### src/rtl/kernel_dupn.sv
// kernel_dupn: one producer port fanned out to OUTPUTS consumer ports.
// Every output has its own DEPTH-entry queue, so one stalled consumer
// only holds up the others once its own queue is full.
// MODE_RR=0 sends every token to all outputs (broadcast).
// MODE_RR=1 sends each token to one output, in strict cyclic order.
module kernel_dupn #(
   parameter int WIDTH   = 16,
   parameter int OUTPUTS = 3,
   parameter int DEPTH   = 2,
   parameter int MODE_RR = 0
) (
   input  logic                     clk,
   input  logic                     rst,
   input  logic [WIDTH-1:0]         input_S1,
   input  logic                     avail_S1,
   output logic                     read_S1,
   output logic [OUTPUTS*WIDTH-1:0] output_data,
   output logic [OUTPUTS-1:0]       write,
   input  logic [OUTPUTS-1:0]       full,
   output logic                     running
);

   localparam int PW = (DEPTH > 1) ? $clog2(DEPTH) : 1;
   localparam int CW = $clog2(DEPTH + 1);
   localparam int TW = $clog2(OUTPUTS);

   logic [WIDTH-1:0] mem_q [OUTPUTS][DEPTH];
   logic [WIDTH-1:0] mem_d [OUTPUTS][DEPTH];
   logic [CW-1:0]    cnt_q [OUTPUTS];
   logic [CW-1:0]    cnt_d [OUTPUTS];
   logic [PW-1:0]    rd_q  [OUTPUTS];
   logic [PW-1:0]    rd_d  [OUTPUTS];
   logic [PW-1:0]    wr_q  [OUTPUTS];
   logic [PW-1:0]    wr_d  [OUTPUTS];
   logic [TW-1:0]    tgt_q;
   logic [TW-1:0]    tgt_d;
   logic             running_q;
   logic             running_d;

   logic [OUTPUTS-1:0] space;
   logic [OUTPUTS-1:0] push;
   logic [OUTPUTS-1:0] pop;
   logic               tgt_space;
   logic               any_pending;

   // Handshake decode: space comes from registered counts only, so full
   // never reaches read_S1 combinationally.
   always_comb begin
      space     = '0;
      push      = '0;
      pop       = '0;
      tgt_space = 1'b0;
      for (int i = 0; i < OUTPUTS; i++) begin
         space[i] = (cnt_q[i] != CW'(DEPTH));
         if (tgt_q == TW'(i)) tgt_space = space[i];
      end
      if (MODE_RR != 0) read_S1 = avail_S1 & tgt_space & ~rst;
      else              read_S1 = avail_S1 & (&space) & ~rst;
      for (int i = 0; i < OUTPUTS; i++) begin
         push[i] = read_S1 & ((MODE_RR == 0) | (tgt_q == TW'(i)));
         pop[i]  = ~rst & (cnt_q[i] != '0) & ~full[i];
      end
      write = pop;
   end

   // Queue heads presented on the packed output bus.
   always_comb begin
      output_data = '0;
      for (int i = 0; i < OUTPUTS; i++)
         output_data[i*WIDTH +: WIDTH] = mem_q[i][rd_q[i]];
   end

   // Next-state for storage, pointers, counts, target and activity flag.
   always_comb begin
      mem_d       = mem_q;
      cnt_d       = cnt_q;
      rd_d        = rd_q;
      wr_d        = wr_q;
      tgt_d       = tgt_q;
      any_pending = 1'b0;
      for (int i = 0; i < OUTPUTS; i++) begin
         if (cnt_q[i] != '0) any_pending = 1'b1;
         if (push[i]) begin
            mem_d[i][wr_q[i]] = input_S1;
            wr_d[i]           = wr_q[i] + PW'(1);
         end
         if (pop[i]) rd_d[i] = rd_q[i] + PW'(1);
         if (push[i] && !pop[i])      cnt_d[i] = cnt_q[i] + CW'(1);
         else if (pop[i] && !push[i]) cnt_d[i] = cnt_q[i] - CW'(1);
      end
      if ((MODE_RR != 0) && read_S1) begin
         if (tgt_q == TW'(OUTPUTS - 1)) tgt_d = '0;
         else                           tgt_d = tgt_q + TW'(1);
      end
      running_d = avail_S1 | any_pending;
   end

   // State registers; reset discards all queued tokens and zeroes storage.
   always_ff @(posedge clk) begin
      if (rst) begin
         for (int i = 0; i < OUTPUTS; i++) begin
            for (int j = 0; j < DEPTH; j++) mem_q[i][j] <= '0;
            cnt_q[i] <= '0;
            rd_q[i]  <= '0;
            wr_q[i]  <= '0;
         end
         tgt_q     <= '0;
         running_q <= 1'b1;
      end else begin
         mem_q     <= mem_d;
         cnt_q     <= cnt_d;
         rd_q      <= rd_d;
         wr_q      <= wr_d;
         tgt_q     <= tgt_d;
         running_q <= running_d;
      end
   end

   assign running = running_q;

endmodule

### config.mk
export PLATFORM = sky130hd
export DESIGN_NAME = kernel_dupn
export DESIGN_NICKNAME = d
export VERILOG_FILES = /design/src/rtl/kernel_dupn.sv
export SDC_FILE = /design/constraint.sdc
export NUM_CORES = 1
export LEC_CHECK = 0
export CORE_ASPECT_RATIO = 0.75
export CORE_MARGIN = 3
export CORE_UTILIZATION = 30
export DETAILED_ROUTE_END_ITERATION = 10
export GPL_TIMING_DRIVEN = 0
export PLACE_DENSITY = 0.49
export SYNTH_ARGS = -nofsm -noshare
export SYNTH_HDL_FRONTEND = slang
export SYNTH_SLANG_ARGS = --single-unit
### constraint.sdc
create_clock -name clk -period 2.5 [get_ports clk]
set_clock_uncertainty 0.2 [all_clocks]
set_input_delay 0.375 -clock clk [delete_from_list [all_inputs] [get_ports clk]]
set_output_delay 0.375 -clock clk [all_outputs]
set_load 0.005 [all_outputs]
After elaboration in Yosys (flattened, before gate mapping)

Cells that the tools add are included.
Widths: inputs -> output; s select.

Bits in registers: 109
Bits in latches: 0
Memory bits (writable): 0
ROM bits: 0
Memories kept: 0

Add/sub/neg operators: 12
$mul: 0
Div/mod/pow operators: 0
Magnitude comparators: 9
Eq/ne operators: 3
Shift operators: 0
Multiplexer cells: 27
Bitwise logic cells: 19
Reductions and logical operators: 20

Operators by type and width:

| operator            | count |
|---|---|
| $mux 16             | 12 |
| $bwmux 32           | 3 |
| $demux 16 s1        | 3 |
| $ge 2x2->1 const B  | 6 |
| $mux 2              | 6 |
| $not 1->2           | 6 |
| $reduce_bool 2->1   | 6 |
| $logic_and 1x1->1   | 9 |
| $and 1x1->1         | 8 |
| $add 1x1->1 const B | 6 |
| $add 2x1->2 const B | 3 |
| $lt 2x1->1 const B  | 3 |
| $ne 2x2->1 const B  | 3 |
| $sub 2x1->2 const B | 3 |
| $logic_not 1->1     | 4 |
| $not 1->1           | 4 |
| $mux 1              | 3 |
| $reduce_and 3->1    | 1 |
| $or 1x1->1          | 1 |

Longest topological paths before layout

Gate-level depths: netlist of the first run.

Depth in word-level cells: 8
Mapped depth: 8
Gate-level depth less buffers: 7

Least setup slack after synthesis of the first run

OpenSTA, ideal clock, no wires.

Path type: input port to flip-flop
Start: input port avail_S1
End: register cnt_q[1] (netlist name)
Library setup time: 70 ps
Data arrival time: 1,746 ps
Required time: 2,230 ps
Slack: 484 ps
Cell stages on the path: 7
Path through: nor2b_1 -> nand4_4 -> inv_6 -> buf_6 -> ha_1 -> or3_1 -> a21oi_1

Cells in the longest elaborated chain, start to end: 5

Ends and longest elaborated chain:

| element                            | RTL line | text |
|---|---|---|
| start, declared                    | 15       | `input logic avail_S1,` |
| $and 1x1->1 (*) (2 in series)      | 58       | `else read_S1 = avail_S1 & (&space) & ~rst;` |
| named net read_S1                  | 16       | `output logic read_S1,` |
| $logic_not 1->1                    | 89       | `else if (pop[i] && !push[i]) cnt_d[i] = cnt_q[i] - CW'(1);` |
| $logic_and 1x1->1                  | 89       |  |
| $reduce_bool 2->1 (no source line) | --       |  |
| end signal, assigned               | 111      | `cnt_q <= cnt_d;` |
| end, declared                      | 29       | `logic [CW-1:0] cnt_q [OUTPUTS];` |

Mark *: on every way through the listed nets, which the timed path passes. The rest lies on a longest branch.
A chain may end at the register's enable or synchronous reset.

Worst setup path after layout of the first run

Start: input port avail_S1
End: output port read_S1

Cells in the longest elaborated chain, start to end: 2

Ends and longest elaborated chain:

| element                   | RTL line |
|---|---|
| $and 1x1->1 (2 in series) | 58 |
| end, declared             | 16 |

No other way between the ends.

==> results of run 1 <==
[kinds of logic (layout without fill, tap and decap cells)]
group                      Yosys count  after routing  share of synthesized area
xor gates and xnor gates             9              9                     0.0163
muxes                               48             48                      0.112
buffers and inverters               63            149                     0.0719
DFF                                109            109                      0.451
and+or+nand+nor                    121            121                      0.130
adders and majority gates            3              3                    0.00776
AOI/OAI and AO/OA                  204            204                      0.211
[critical path, cell delays in order]
cell	delay (ps)
clkdlybuf4s50_1	500
nor2b_4	170
nand4_4	140
inv_8	150
clkdlybuf4s50_1	510
[cells in the mapped netlist]
master,number,area [sq um]
buf_2,4,20.0
xor2_1,6,52.6
clkbuf_1,37,139
nand4_1,1,6.26
a21oi_1,102,510
nor2_1,10,37.5
mux2_2,48,541
or3_1,9,56.3
nor2b_1,1,6.26
nand3_1,96,480
dfxtp_1,109,2180
o21ai_0,62,310
buf_4,3,22.5
buf_6,12,135
ha_1,3,37.5
o21ai_1,40,200
nand2b_1,3,18.8
xnor2_1,3,26.3
inv_1,6,22.5
inv_6,1,8.76
nand4_4,1,21.3
[stage by stage]
step / instances / setup WS (ps) / hold WS [ps] / setup TNS (ps) / total power, uW
2_1_floorplan: 557 / 484 / 250 / 0 / 3450
3_3_place_gp: 836 / -345 / 255 / -2700 / 4270
3_5_place_dp: 836 / -351 / 264 / -2890 / 4310
4_1_cts: 849 / 4.87 / 275 / 0 / 5720
5_1_grt: 848 / 18.4 / 294 / 0 / 6020
6_report: 848 / 74.8 / 278 / 0 / 5690
[metal layers]
metal	GRT usage	up-vias	wire length, um	part of all wire
li1	-	2164	-	-
met1	0.277	2193	8330	0.51
met2	0.277	145	6720	0.41
met3	0.0407	14	993	0.061
met4	0.0398	0	191	0.012
met5	0	-	0	0
[layout make-up]
cell class | instances | area (sq um) | share of cell area
clock buffers | 12 | 267 | 0.0434
inverters | 7 | 33.8 | 0.00550
repair buffers | 76 | 751 | 0.122
clock inverters | 3 | 20.0 | 0.00326
multi-input cells | 385 | 2310 | 0.377
well taps | 205 | 256 | 0.0418
flip-flops and latches | 109 | 2190 | 0.357
plain buffers | 51 | 308 | 0.0501
[state kept, by name (all words and copies together), names as in the netlist]
signal,flops
mem_q,96
cnt_q,6
rd_q,3
wr_q,3
running,1
[repair_timing]
action                     CTS  global route
gates resized for setup     14             4
gates cloned                 0             0
buffers inserted             2             0
setup endpoints to repair   45            22
pin swaps                    1             0
[worst paths after layout]
kind | start | end | slack (ps) | depth (start not counted)
worst max register to register | cnt_q[0]$_SDFFE_PP0P_ | cnt_q[1]$_SDFFE_PP0P_ | 540 | 5
worst max-delay path | avail_S1 | read_S1 | 70 | 5
worst min-delay path | mem_q[83]$_SDFFE_PP0P_ | mem_q[83]$_SDFFE_PP0P_ | 280 | 2
worst min register to register | mem_q[83]$_SDFFE_PP0P_ | mem_q[83]$_SDFFE_PP0P_ | 280 | 2
[power breakdown]
group	switching, uW	total, uW	leakage (uW)	internal [uW]
logic	1180	2080	0.00104	899
registers	225	2210	0.000887	1990
clock network	644	1400	0.000137	751
==> reports/qor.csv, run 1 <==
metric,value,unit
die_h,116,um
synth_area,0.00483,sq mm
path_max_fanout,14,
final_area,0.00614,sq mm
fin_nets,664,
antenna_cells,0,
hold_viol_final,0,
route.detailed.drc,0,
crit_required,1920,ps
yosysUniqueCellTypes,21,
antenna_found_initial,0,
dpl_cell_area,0.00583,sq mm
grt_max_degree,17,
synthToLayoutAreaGrowth,27.0,%
numCtsBuffers,9,
leakage,0.00206,uW
cts.sinks,109,
ant_nets,0,
chipWidth,153,um
clockBufferDepth,2,
path_class,input pin to output port,
period_needed,2430,ps
vias,4516,
gp_congestion,0.824,
routed_via_density,5.33,
final_common_cell,dfxtp_1,
syn_inst,557,
yosysWarnings,0,
cp-start-kind,input pin,
clk-insertion-delay-late,350,ps
drtPass1Iterations,5,
grt_pass1_vias,4497,
totalWireLength,16200,um
maxSlewViolCount,0,
yosysSeqAreaShare,0.451,
drive_gt1_frac,0.140,
syn-num-nets,582,
vdd_ir_drop_max,381,uV
grt_pass1_wl,25800,um
final_util,0.396,
period_share,0.970,
portBuffers,74,
arrival,1850,ps
grt_overflow,0,
ys_seq_elements,109,
core,0.0155,sq mm
layout_common_cells,"dfxtp_1, a21oi_1, nand3_1",
path_clk_slew,70,ps
relSlewSlack,0.583,
drt_iter0_drc,407,
hpwlAfterDp,11500,um
fp.dieArea,0.0177,sq mm
wl_per_cell,19.1,um
cts_tree,done,
min_path_type,register to register,
nFillCells,1586,
htreeDepth,3,
setup_violations,0,
p_per_area,926,mW/mm^2
cp-end-kind,output port,
ios,75,
tightest_slew,625,ps
start_util,0.312,
globalRouteTotalUtil,0.186,
cts_root_buf,clkbuf_16,
cts_hold_buf,0,
rsz0062_at_grt,false,
status,"finished, final reports clean",
fmax,412,MHz
syn_area_per_cell,8.68,sq um
rows,39,
drv_cap,0,
(Power assumes the default switching activity.)
==> run 2: changes to the inputs <==
CTS_CLUSTER_SIZE = 8   (was default)
DONT_BUFFER_PORTS = 1   (was default)
PLACE_DENSITY = 0.43   (was 0.49)
==> run 2 against run 1 <==
Against the previous run: non-clock buffer count decreased by 55; core utilization fell by 3.8 points; sequential cell count unchanged; highest routed layer is now met5; sequential power barely moved; combinational power down 13%.
==> reports/qor.csv, run 2 (synthesis results as in run 1) <==
metric,value,unit,change
tightest_slew,617,ps,was 625 ps
die_h,116,um,unchanged
path_class,register to output port,,was input pin to output port
htreeDepth,3,,unchanged
final_area,0.00555,sq mm,was 0.00614 sq mm
wl_per_cell,21.5,um,was 19.1 um
setup_violations,0,,unchanged
ant_nets,0,,unchanged
chipWidth,153,um,unchanged
p_sw,2000,uW,was 2050 uW
crit_required,1920,ps,about the same
fin_nets,609,,was 664
antenna_found_initial,4,,was 0
p_clk_frac,0.261,,was 0.245
start_util,0.312,,unchanged
internal-power,3410,uW,was 3640 uW
fp.dieArea,0.0177,sq mm,unchanged
dpl_worst_slack,215,ps,was -351 ps
numCtsBuffers,9,,unchanged
synthToLayoutAreaGrowth,14.7,%,was 27.0%
p_seq_frac,0.404,,was 0.389
vdd_ir_drop_max,326,uV,was 381 uV
totalWireLength,17000,um,was 16200 um
cp-end-kind,output port,,unchanged
setup_tns,0,ps,unchanged
min_path_type,input pin to register,,was register to register
relSlewSlack,0.589,,was 0.583
layout_common_cells,"dfxtp_1, a21oi_1, nand3_1",,unchanged
top_register,mem_q,,unchanged
final_common_cell,dfxtp_1,,unchanged
gp_congestion,0.760,,was 0.824
grt_max_degree,16,,was 17
hold_viol_final,0,,unchanged
portBuffers,0,,was 74
period_needed,2400,ps,was 2430 ps
p_sw_frac,0.370,,was 0.361
route.detailed.drc,0,,unchanged
rows,39,,unchanged
arrival,1830,ps,was 1850 ps
cts.sinks,109,,unchanged
rsz0062_at_grt,false,,unchanged
combPwrFrac,0.335,,was 0.366
drtPass1Iterations,6,,was 5
grt_pass1_wl,26300,um,was 25800 um
cts_root_buf,clkbuf_16,,unchanged
leakage,0.00186,uW,was 0.00206 uW
period_share,0.961,,was 0.970
vias,4321,,was 4516
setup_slack,97.3,ps,was 74.8 ps
p_per_area,975,mW/mm^2,was 926 mW/mm^2
hpwlAfterDp,11900,um,was 11500 um
maxSlewViolCount,0,,unchanged
grt_pass1_vias,4276,,was 4497
cts_tree,done,,unchanged
largest_reg_flops,96,,unchanged
largestRegisters,"mem_q: 96 flops, cnt_q: 6 flops",,unchanged
globalRouteTotalUtil,0.194,,was 0.186
ios,75,,unchanged
fmax,416,MHz,was 412 MHz
status,"finished, final reports clean",,unchanged
post_cts_buffers,0,,was 2
core,0.0155,sq mm,unchanged
clk-insertion-delay-late,350,ps,about the same
drt_iter0_drc,412,,was 407
dpl_cell_area,0.00509,sq mm,was 0.00583 sq mm
routed_via_density,5.47,,was 5.33
finalPower,5410,uW,was 5690 uW
drv_cap,0,,unchanged
whs,7.00,ps,was 278 ps
antenna_cells,0,,unchanged
cp-start-kind,register,,was input pin
clockBufferDepth,2,,unchanged
grt_overflow,0,,unchanged
drive_gt1_frac,0.138,,was 0.140
path_clk_slew,70,ps,about the same
path_max_fanout,10,,was 14
==> run 2: cell types whose count changed in the layout (fill, tap and decap cells not counted), moves of 2 or more <==
cell / delta
dlygate4sd3_1: +19
dfxtp_4: -2
buf_2: +3
buf_4: -3
clkdlybuf4s50_1: -73
dfxtp_1: +3
clkbuf_8: -3
==> run 2: critical path, cell delays in order, from the launching register on <==
cell	delay, ps
dfxtp_1	650
buf_2	410
mux2_2	420
==> run 2: final timing paths <==
check / from / to / slack (ps) / depth (start not counted)
max reg2reg: cnt_q[2]$_SDFFE_PP0P_ / cnt_q[3]$_SDFFE_PP0P_ / 230 / 7
min reg2reg: mem_q[23]$_SDFFE_PP0P_ / mem_q[23]$_SDFFE_PP0P_ / 280 / 2
max: rd_q[0]$_SDFFE_PP0P_ / output_data[46] / 100 / 2
min: full[1] / rd_q[1]$_SDFFE_PP0P_ / 7 / 2
==> run 2: cell type report <==
cell class                      instances  area (sq um)
Clock buffer                           10           239
Clock inverter                          2          37.5
Timing Repair Buffer                   19           190
Tap cell                              205           256
Multi-Input combinational cell        385          2300
Sequential cell                       109          2180
Buffer                                 53           305
Inverter                                7          31.3
Fill cell                            1625          9970
==> run 2: power groups by stage <==
stage          Clock (uW)  Sequential (uW)  Combinational [uW]
6_report             1410             2190                1810
3_5_place_dp            0             2170                1820
5_1_grt              1500             2220                2010
2_1_floorplan           0             2120                1330
3_3_place_gp            0             2160                1780
4_1_cts              1440             2150                1870
==> run 2: stage by stage <==
stage | utilization | cells
2_1_floorplan | - | 557
3_3_place_gp | 0.328 | 762
3_5_place_dp | 0.328 | 762
4_1_cts | 0.358 | 792
5_1_grt | 0.357 | 790
6_report | 0.357 | 790
==> run 2: layer usage <==
metal,vias to the layer above,wire length (um),GRT usage
li1,2051,-,-
met1,2085,8120,0.277
met2,146,7100,0.287
met3,29,1460,0.0635
met4,10,267,0.0427
met5,-,62,0
==> run 2: repair_timing <==
| action | CTS | global route |
|---|---|---|
| endpoints found under the hold margin | 93 | 0 |
| endpoints found under the setup margin | 9 | 13 |
| hold buffers | 19 | 0 |
| gates resized for setup | 0 | 0 |
